`src/rtl/pc_next_stage_if.sv`:
```
// Request/status bundle between the sequencer and the PC next-address stage.
// The master drives requests; the slave (pc_next_stage) drives address and status.
interface pc_next_stage_if #(
    parameter int unsigned ADDR_W = 8
);
    logic              clear;
    logic              count_en;
    logic              jump;
    logic [ADDR_W-1:0] jump_addr;
    logic              halt;
    logic              call;
    logic              ret;
    logic              out_en;

    logic [ADDR_W-1:0] pc;
    logic [ADDR_W-1:0] bus_out;
    logic              bus_valid;
    logic              wrap;
    logic              halted;
    logic              stack_overflow;
    logic              stack_underflow;

    modport master (
        output clear, count_en, jump, jump_addr, halt, call, ret, out_en,
        input  pc, bus_out, bus_valid, wrap, halted, stack_overflow, stack_underflow
    );

    modport slave (
        input  clear, count_en, jump, jump_addr, halt, call, ret, out_en,
        output pc, bus_out, bus_valid, wrap, halted, stack_overflow, stack_underflow
    );
endinterface

```
`src/rtl/pc_next_stage.sv`:
```
// Program-counter next-address stage: increment, jump, clear, sticky halt and bus drive.
// Optional return-address stack for call/ret is built only when PC_CALL_STACK_EN is defined.
module pc_next_stage #(
    parameter int unsigned ADDR_W      = 8,
    parameter int unsigned RESET_ADDR  = 0,
    parameter int unsigned STACK_DEPTH = 4
) (
    input logic            clk,
    input logic            async_reset_n,
    pc_next_stage_if.slave ctl
);
    localparam logic [ADDR_W-1:0] ResetPc = ADDR_W'(RESET_ADDR);

    typedef enum logic [0:0] {StRun, StHalted} state_e;

    state_e            state_q, state_d;
    logic              halted;

    logic [ADDR_W-1:0] pc_q, pc_d;
    logic [ADDR_W-1:0] pc_inc;
    logic              wrap_q, wrap_d;
    logic              advance;

    // Stack handshake into the common next-pc logic
    logic              do_ret;
    logic              do_call;
    logic              push;
    logic              pop;
    logic [ADDR_W-1:0] pop_addr;

    assign pc_inc  = pc_q + 1'b1;
    // Only a running, non-clearing, non-halting cycle may act on ret/call/jump/count
    assign advance = !ctl.clear && (state_q == StRun) && !ctl.halt;

    // ------------------------------------------------------------------
    // Halt FSM
    // ------------------------------------------------------------------
    always_ff @(posedge clk or negedge async_reset_n) begin
        if (!async_reset_n) begin
            state_q <= StRun;
        end else begin
            state_q <= state_d;
        end
    end

    always_comb begin
        state_d = state_q;
        unique case (state_q)
            StRun: begin
                if (!ctl.clear && ctl.halt) begin
                    state_d = StHalted;
                end
            end
            StHalted: begin
                if (ctl.clear) begin
                    state_d = StRun;
                end
            end
            default: state_d = StRun;
        endcase
    end

    always_comb begin
        halted = (state_q == StHalted);
    end

    // ------------------------------------------------------------------
    // Return-address stack
    // ------------------------------------------------------------------
`ifdef PC_CALL_STACK_EN
    localparam int unsigned SpW    = $clog2(STACK_DEPTH);
    localparam logic [SpW:0] SpFull = (SpW + 1)'(STACK_DEPTH);

    logic [ADDR_W-1:0] stack_mem [STACK_DEPTH];
    logic [SpW:0]      sp_q, sp_d;
    logic [SpW:0]      sp_dec;
    logic              stack_full;
    logic              stack_empty;
    logic              ovf_q, ovf_d;
    logic              unf_q, unf_d;

    assign stack_full  = (sp_q == SpFull);
    assign stack_empty = (sp_q == '0);
    assign sp_dec      = sp_q - 1'b1;

    // ret outranks call when both are requested
    assign do_ret   = advance && ctl.ret;
    assign do_call  = advance && ctl.call && !ctl.ret;
    assign push     = do_call && !stack_full;
    assign pop      = do_ret && !stack_empty;
    assign pop_addr = stack_mem[sp_dec[SpW-1:0]];

    always_comb begin
        sp_d  = sp_q;
        ovf_d = ovf_q;
        unf_d = unf_q;
        if (ctl.clear) begin
            sp_d  = '0;
            ovf_d = 1'b0;
            unf_d = 1'b0;
        end else begin
            if (push) begin
                sp_d = sp_q + 1'b1;
            end else if (pop) begin
                sp_d = sp_dec;
            end
            if (do_call && stack_full) begin
                ovf_d = 1'b1;
            end
            if (do_ret && stack_empty) begin
                unf_d = 1'b1;
            end
        end
    end

    always_ff @(posedge clk or negedge async_reset_n) begin
        if (!async_reset_n) begin
            sp_q  <= '0;
            ovf_q <= 1'b0;
            unf_q <= 1'b0;
        end else begin
            sp_q  <= sp_d;
            ovf_q <= ovf_d;
            unf_q <= unf_d;
        end
    end

    // Entries are never reset; an empty pointer makes stale contents unreachable
    always_ff @(posedge clk) begin
        if (push) begin
            stack_mem[sp_q[SpW-1:0]] <= pc_inc;
        end
    end

    assign ctl.stack_overflow  = ovf_q;
    assign ctl.stack_underflow = unf_q;
`else
    localparam int unsigned unused_stack_depth = STACK_DEPTH;
    logic unused_stack_req;

    assign unused_stack_req    = ctl.call ^ ctl.ret;
    assign do_ret              = 1'b0;
    assign do_call             = 1'b0;
    assign push                = 1'b0;
    assign pop                 = 1'b0;
    assign pop_addr            = '0;
    assign ctl.stack_overflow  = 1'b0;
    assign ctl.stack_underflow = 1'b0;
`endif

    // ------------------------------------------------------------------
    // Next PC
    // ------------------------------------------------------------------
    always_comb begin
        pc_d   = pc_q;
        wrap_d = 1'b0;
        if (ctl.clear) begin
            pc_d = ResetPc;
        end else if (advance) begin
            if (do_ret) begin
                if (pop) begin
                    pc_d = pop_addr;
                end
            end else if (do_call) begin
                if (push) begin
                    pc_d = ctl.jump_addr;
                end
            end else if (ctl.jump) begin
                pc_d = ctl.jump_addr;
            end else if (ctl.count_en) begin
                pc_d   = pc_inc;
                wrap_d = (pc_q == '1);
            end
        end
    end

    always_ff @(posedge clk or negedge async_reset_n) begin
        if (!async_reset_n) begin
            pc_q   <= ResetPc;
            wrap_q <= 1'b0;
        end else begin
            pc_q   <= pc_d;
            wrap_q <= wrap_d;
        end
    end

    assign ctl.pc        = pc_q;
    assign ctl.wrap      = wrap_q;
    assign ctl.halted    = halted;
    assign ctl.bus_out   = ctl.out_en ? pc_q : '0;
    assign ctl.bus_valid = ctl.out_en;

endmodule
```
`src/flat_wrapper.sv`:
```
// flat-port wrapper written by rule: the top's interface ports become plain ports
module pc_next_stage_flat 
#(
    parameter int unsigned ADDR_W      = 8,
    parameter int unsigned RESET_ADDR  = 0,
    parameter int unsigned STACK_DEPTH = 4
)
  (clk, async_reset_n, ctl_clear, ctl_count_en, ctl_jump, ctl_jump_addr, ctl_halt, ctl_call, ctl_ret, ctl_out_en, ctl_pc, ctl_bus_out, ctl_bus_valid, ctl_wrap, ctl_halted, ctl_stack_overflow, ctl_stack_underflow);
  pc_next_stage_if #(.ADDR_W(ADDR_W)) ctl_i ();
  input logic clk;
  input logic async_reset_n;
  input wire logic [$bits(ctl_i.clear)-1:0] ctl_clear;
  input wire logic [$bits(ctl_i.count_en)-1:0] ctl_count_en;
  input wire logic [$bits(ctl_i.jump)-1:0] ctl_jump;
  input wire logic [$bits(ctl_i.jump_addr)-1:0] ctl_jump_addr;
  input wire logic [$bits(ctl_i.halt)-1:0] ctl_halt;
  input wire logic [$bits(ctl_i.call)-1:0] ctl_call;
  input wire logic [$bits(ctl_i.ret)-1:0] ctl_ret;
  input wire logic [$bits(ctl_i.out_en)-1:0] ctl_out_en;
  output wire logic [$bits(ctl_i.pc)-1:0] ctl_pc;
  output wire logic [$bits(ctl_i.bus_out)-1:0] ctl_bus_out;
  output wire logic [$bits(ctl_i.bus_valid)-1:0] ctl_bus_valid;
  output wire logic [$bits(ctl_i.wrap)-1:0] ctl_wrap;
  output wire logic [$bits(ctl_i.halted)-1:0] ctl_halted;
  output wire logic [$bits(ctl_i.stack_overflow)-1:0] ctl_stack_overflow;
  output wire logic [$bits(ctl_i.stack_underflow)-1:0] ctl_stack_underflow;
  assign ctl_i.clear = ctl_clear;
  assign ctl_i.count_en = ctl_count_en;
  assign ctl_i.jump = ctl_jump;
  assign ctl_i.jump_addr = ctl_jump_addr;
  assign ctl_i.halt = ctl_halt;
  assign ctl_i.call = ctl_call;
  assign ctl_i.ret = ctl_ret;
  assign ctl_i.out_en = ctl_out_en;
  assign ctl_pc = ctl_i.pc;
  assign ctl_bus_out = ctl_i.bus_out;
  assign ctl_bus_valid = ctl_i.bus_valid;
  assign ctl_wrap = ctl_i.wrap;
  assign ctl_halted = ctl_i.halted;
  assign ctl_stack_overflow = ctl_i.stack_overflow;
  assign ctl_stack_underflow = ctl_i.stack_underflow;
  pc_next_stage #(.ADDR_W(ADDR_W), .RESET_ADDR(RESET_ADDR), .STACK_DEPTH(STACK_DEPTH)) u_core (.clk(clk), .async_reset_n(async_reset_n), .ctl(ctl_i));
endmodule
```
`config.mk`:
```
export PLATFORM = sky130hd
export DESIGN_NAME = pc_next_stage_flat
export DESIGN_NICKNAME = d
export VERILOG_FILES = /design/src/rtl/pc_next_stage_if.sv /design/src/rtl/pc_next_stage.sv /design/src/flat_wrapper.sv
export SDC_FILE = /design/constraint.sdc
export NUM_CORES = 1
export LEC_CHECK = 0
export ABC_AREA = 1
export BUFFER_PORTS_ARGS = -buffer_cell sky130_fd_sc_hd__buf_2
export CORE_UTILIZATION = 47
export DETAILED_ROUTE_END_ITERATION = 16
export GPL_TIMING_DRIVEN = 0
export PLACE_DENSITY = 0.84
export SLEW_MARGIN = 20
export SYNTH_ARGS = -nofsm -noshare
export SYNTH_HDL_FRONTEND = slang
export SYNTH_SLANG_ARGS = --single-unit
```
`constraint.sdc`:
```
create_clock -name clk -period 3.7 [get_ports clk]
set_clock_uncertainty 0.2 [all_clocks]
set_input_delay 0.74 -clock clk [delete_from_list [all_inputs] [get_ports clk]]
set_output_delay 0.74 -clock clk [all_outputs]
set_load 0.05 [all_outputs]
```
Word level (Yosys, flattened, before mapping)
Cells that the tools add are included.
{"block": "op_classes", "bitwise": 1, "n_mux": 12, "eq_ne": 1, "add_sub_neg": 1, "reduce_logical": 8}
{"operator": "two-way mux 8 bit", "n": 5}
{"operator": "adder 8 x 1 -> 8 bit, second input constant", "n": 1}
{"operator": "== test 8 bit, second input constant", "n": 1}
{"operator": "two-way mux 1 bit", "n": 6}
{"operator": "logical AND 1 bit", "n": 3}
{"operator": "nonzero test 3 bit", "n": 1}
{"operator": "zero test 1 bit", "n": 2}
{"operator": "case mux 1 bit (2 select lines)", "n": 1}
{"operator": "AND reduction 2 bit", "n": 1}
{"operator": "nonzero test 2 bit", "n": 1}
{"operator": "inverter 1 bit", "n": 1}
{"block": "word_totals", "regBits": 10, "in_bits": 17, "elab_cells": 26}

Logic depth before layout (Yosys ltp)
{"block": "depth", "word_depth": 5, "mapped_depth": 7, "depth_no_buf": 7}

Worst setup path before layout
Ideal clock, no wire load.
{"block": "synth_path", "kind": "input -> output", "start": "input port ctl_out_en", "end": "output port ctl_bus_out[2]", "t_required_ns": 2.760, "path_slack_ns": 1.405, "cell_stages": 3, "t_arrival_ns": 1.355, "path_cell_list": "clkbuf_1 nand2_1 inv_1"}
{"block": "synth_via", "elab_chain_len": 1}
{"item": "start, declared", "line": "flat_wrapper.sv:19", "rtl": "input wire logic [$bits(ctl_i.out_en)-1:0] ctl_out_en;"}
{"item": "two-way mux 8 bit", "line": "pc_next_stage.sv:190", "rtl": "assign ctl.bus_out = ctl.out_en ? pc_q : '0;"}
{"item": "end, declared", "line": "flat_wrapper.sv:21", "rtl": "output wire logic [$bits(ctl_i.bus_out)-1:0] ctl_bus_out;"}
Every way passes these cells.

Worst setup path in the final report
{"block": "layout_path", "start": "input port ctl_out_en", "end": "output port ctl_bus_out[4]"}
Same word-level chain as after synthesis.

==> run_results.csv <==
group,metric,value,unit
critical_path,path_max_fanout,8,
cts,cts_max_level,1,
place,numPortBuffers,32,
cts,clk_pin_slew,70,ps
critical_path,criticalPathCategory,"primary input to output port",
sta,setup_violations,0,
synthesis,syn_inst,113,
detailed_routing,via_per_inst,4.910,
cts,clockBufferDepth,2,
power_and_ir_drop,peakVddDrop,0.0002348,V
cts,root_buffer,"clkbuf_4",
cells_and_area,final_layout_size_suffix_gt1_frac,0.3400,
floorplan,rows,14,
global_route,antenna_found_initial,0,
sta,max_freq,430.5,MHz
detailed_routing,wl_per_cell,10.84,um
sta,fin_crit_sh,0.6278,
global_route,groute.usage.overall,0.2365,
synthesis,synth_seq_cells,10,
status,status,"complete, no violations",
detailed_routing,dr.pass1.iters,4,
cells_and_area,mostFrequentLayoutCells,"nand2_1, buf_2, inv_1",
critical_path,required,2760,ps
cells_and_area,postLayoutCellArea,970.9,um2
synthesis,synth_cell_types,22,
global_route,grt_start_max_net_pins,11,
sta,hold_viol_final,0,
floorplan,fp.dieW,41.97,um
sta,timing.hold.ws,113.1,ps
cells_and_area,num-nets-final,169,
global_route,grt_overflow,0,
cts,clock_sinks,10,
synthesis,seq_area_frac_synth,0.3333,
cells_and_area,syn2layout_area_growth,29.33,%
critical_path,start_kind,"primary input",
detailed_routing,drcViolationCount,0,
cts,cts-buffers-inserted,3,
power_and_ir_drop,p_leak,0.5823,nW
critical_path,worstSetupEndpointType,"output port",
sta,finalMaxSlewViolations,0,
sta,tns,0,ps
floorplan,fp.dieArea,1761,um2
place,placed_area,934.6,um2
critical_path,r2r_start,"u_core.ctl.pc[1]$_DFFE_PN0P_",
global_route,grt_pass1_vias,737,
detailed_routing,drt_wl_total,1.799,mm
detailed_routing,ant_nets,0,
global_route,grt_pass1_wl,3.111,mm
cts,clock_latency,280,ps
synthesis,yosysWarnings,0,
place,gp_congestion,0.7897,
power_and_ir_drop,p_per_area,345.8,nW/um2
cts,cts_resized,0,
synthesis,netlist_area,750.7,um2
cts,cts_setup_buffers,0,
critical_path,cp.arrival,1380,ps
sta,fin_crit,2323,ps
flow_run,maxCapViolCount,0,
detailed_routing,route.vias.total,815,
synthesis,synth_area_per_cell,6.644,um2
floorplan,start_util,0.4983,
cts,tritoncts,"yes",
critical_path,crit_start,"ctl_out_en",
cts,cts_hold_buf,0,
floorplan,core,1506,um2
cells_and_area,num_antenna_cells,0,
cells_and_area,final_common_cell,"nand2_1",
sta,rsz0062_at_grt,"no",
worst_hold_path,min_path_type,"primary input to async pin",
floorplan,ios,38,
place,detailed_place_hpwl,1.411,mm
detailed_routing,first_iter_violations,26,
floorplan,dieHeight,41.97,um
-- cells in the mapped netlist --
cell type,number,area [um2]
o22ai_1,1,6.260
nand3_1,10,50.05
nor2_1,12,45.04
buf_4,3,22.52
nor4_1,1,6.260
inv_2,2,7.510
o211ai_2,1,12.51
dfrtp_1,10,250.2
ha_1,1,12.51
nand4_1,2,12.51
clkbuf_1,1,3.750
o21ai_1,7,35.03
nor2_4,1,11.26
inv_1,17,63.81
nand2_1,33,123.9
buf_6,1,11.26
nand2_2,2,12.51
conb_1,1,3.750
nor2_8,1,20.02
nor2_2,4,25.02
mux2i_1,1,10.01
o21ai_0,1,5.000
-- path summary, 6_finish.rpt --
path | slack (ps) | cells past startpoint | to
max | 1380 | 4 | ctl_bus_out[4]
min | 110 | 1 | u_core.ctl.pc[2]$_DFFE_PN0P_
max reg2reg | 2230 | 6 | u_core.ctl.pc[6]$_DFFE_PN0P_
min reg2reg | 370 | 3 | u_core.ctl.wrap$_DFF_PN0_
max in group asynchronous | 2980 | 1 | u_core.ctl.pc[0]$_DFFE_PN0P_
min in group clk | 370 | 3 | u_core.ctl.wrap$_DFF_PN0_
-- through the flow --
step                instances  power [W]    util  setup WS (ps)
finish                    166  0.0003357  0.6445           1377
global route              166  0.0003498  0.6445           1293
CTS                       166  0.0003372  0.6445           1358
detailed placement        162  0.0002347  0.6204           1365
global placement          162  0.0002322  0.6204           1411
floorplan                 114  0.0002053       -           1405
-- final cells by class --
cell class / count / area (um2)
well taps: 16 / 20.02
plain buffers: 5 / 37.54
fillers: 149 / 535.5
clock buffers: 4 / 36.28
repair buffers: 32 / 160.2
multi-input cells: 80 / 395.4
inverters: 19 / 71.32
flip-flops and latches: 10 / 250.2
-- kinds of logic after synthesis --
| logic type | after synthesis | share of synthesized area |
|---|---|---|
| mux | 1 | 0.01333 |
| fa+ha+maj | 1 | 0.01666 |
| other cells | 1 | 0.004995 |
| flops | 10 | 0.3333 |
| compound gates | 10 | 0.07832 |
| simple gates | 66 | 0.4083 |
| buf+inv | 24 | 0.1450 |
-- per-layer routing --
metal	up-vias	global-route usage	wire length, um
met1	357	0.2889	775
li1	418	-	-
met5	-	0	0
met4	0	0.1355	42
met3	5	0.03043	113
met2	35	0.3969	867
-- registers in the layout, indices dropped and copies added, names as in the netlist --
| register | flops |
|---|---|
| u_core.ctl.halted | 1 |
| u_core.ctl.pc | 8 |
| u_core.ctl.wrap | 1 |
-- where the power goes --
group          switching (W)  internal (W)  total [W]
combinational      0.0000760     0.0000289   0.000105
clock              0.0000434     0.0000599   0.000103
sequential         0.0000116      0.000116   0.000127
-- worst max-delay path: stages --
cell	delay, ps
clkbuf_1	230
nand2_1	100
inv_1	60
buf_2	250
Power figures use the tool's default switching activity.
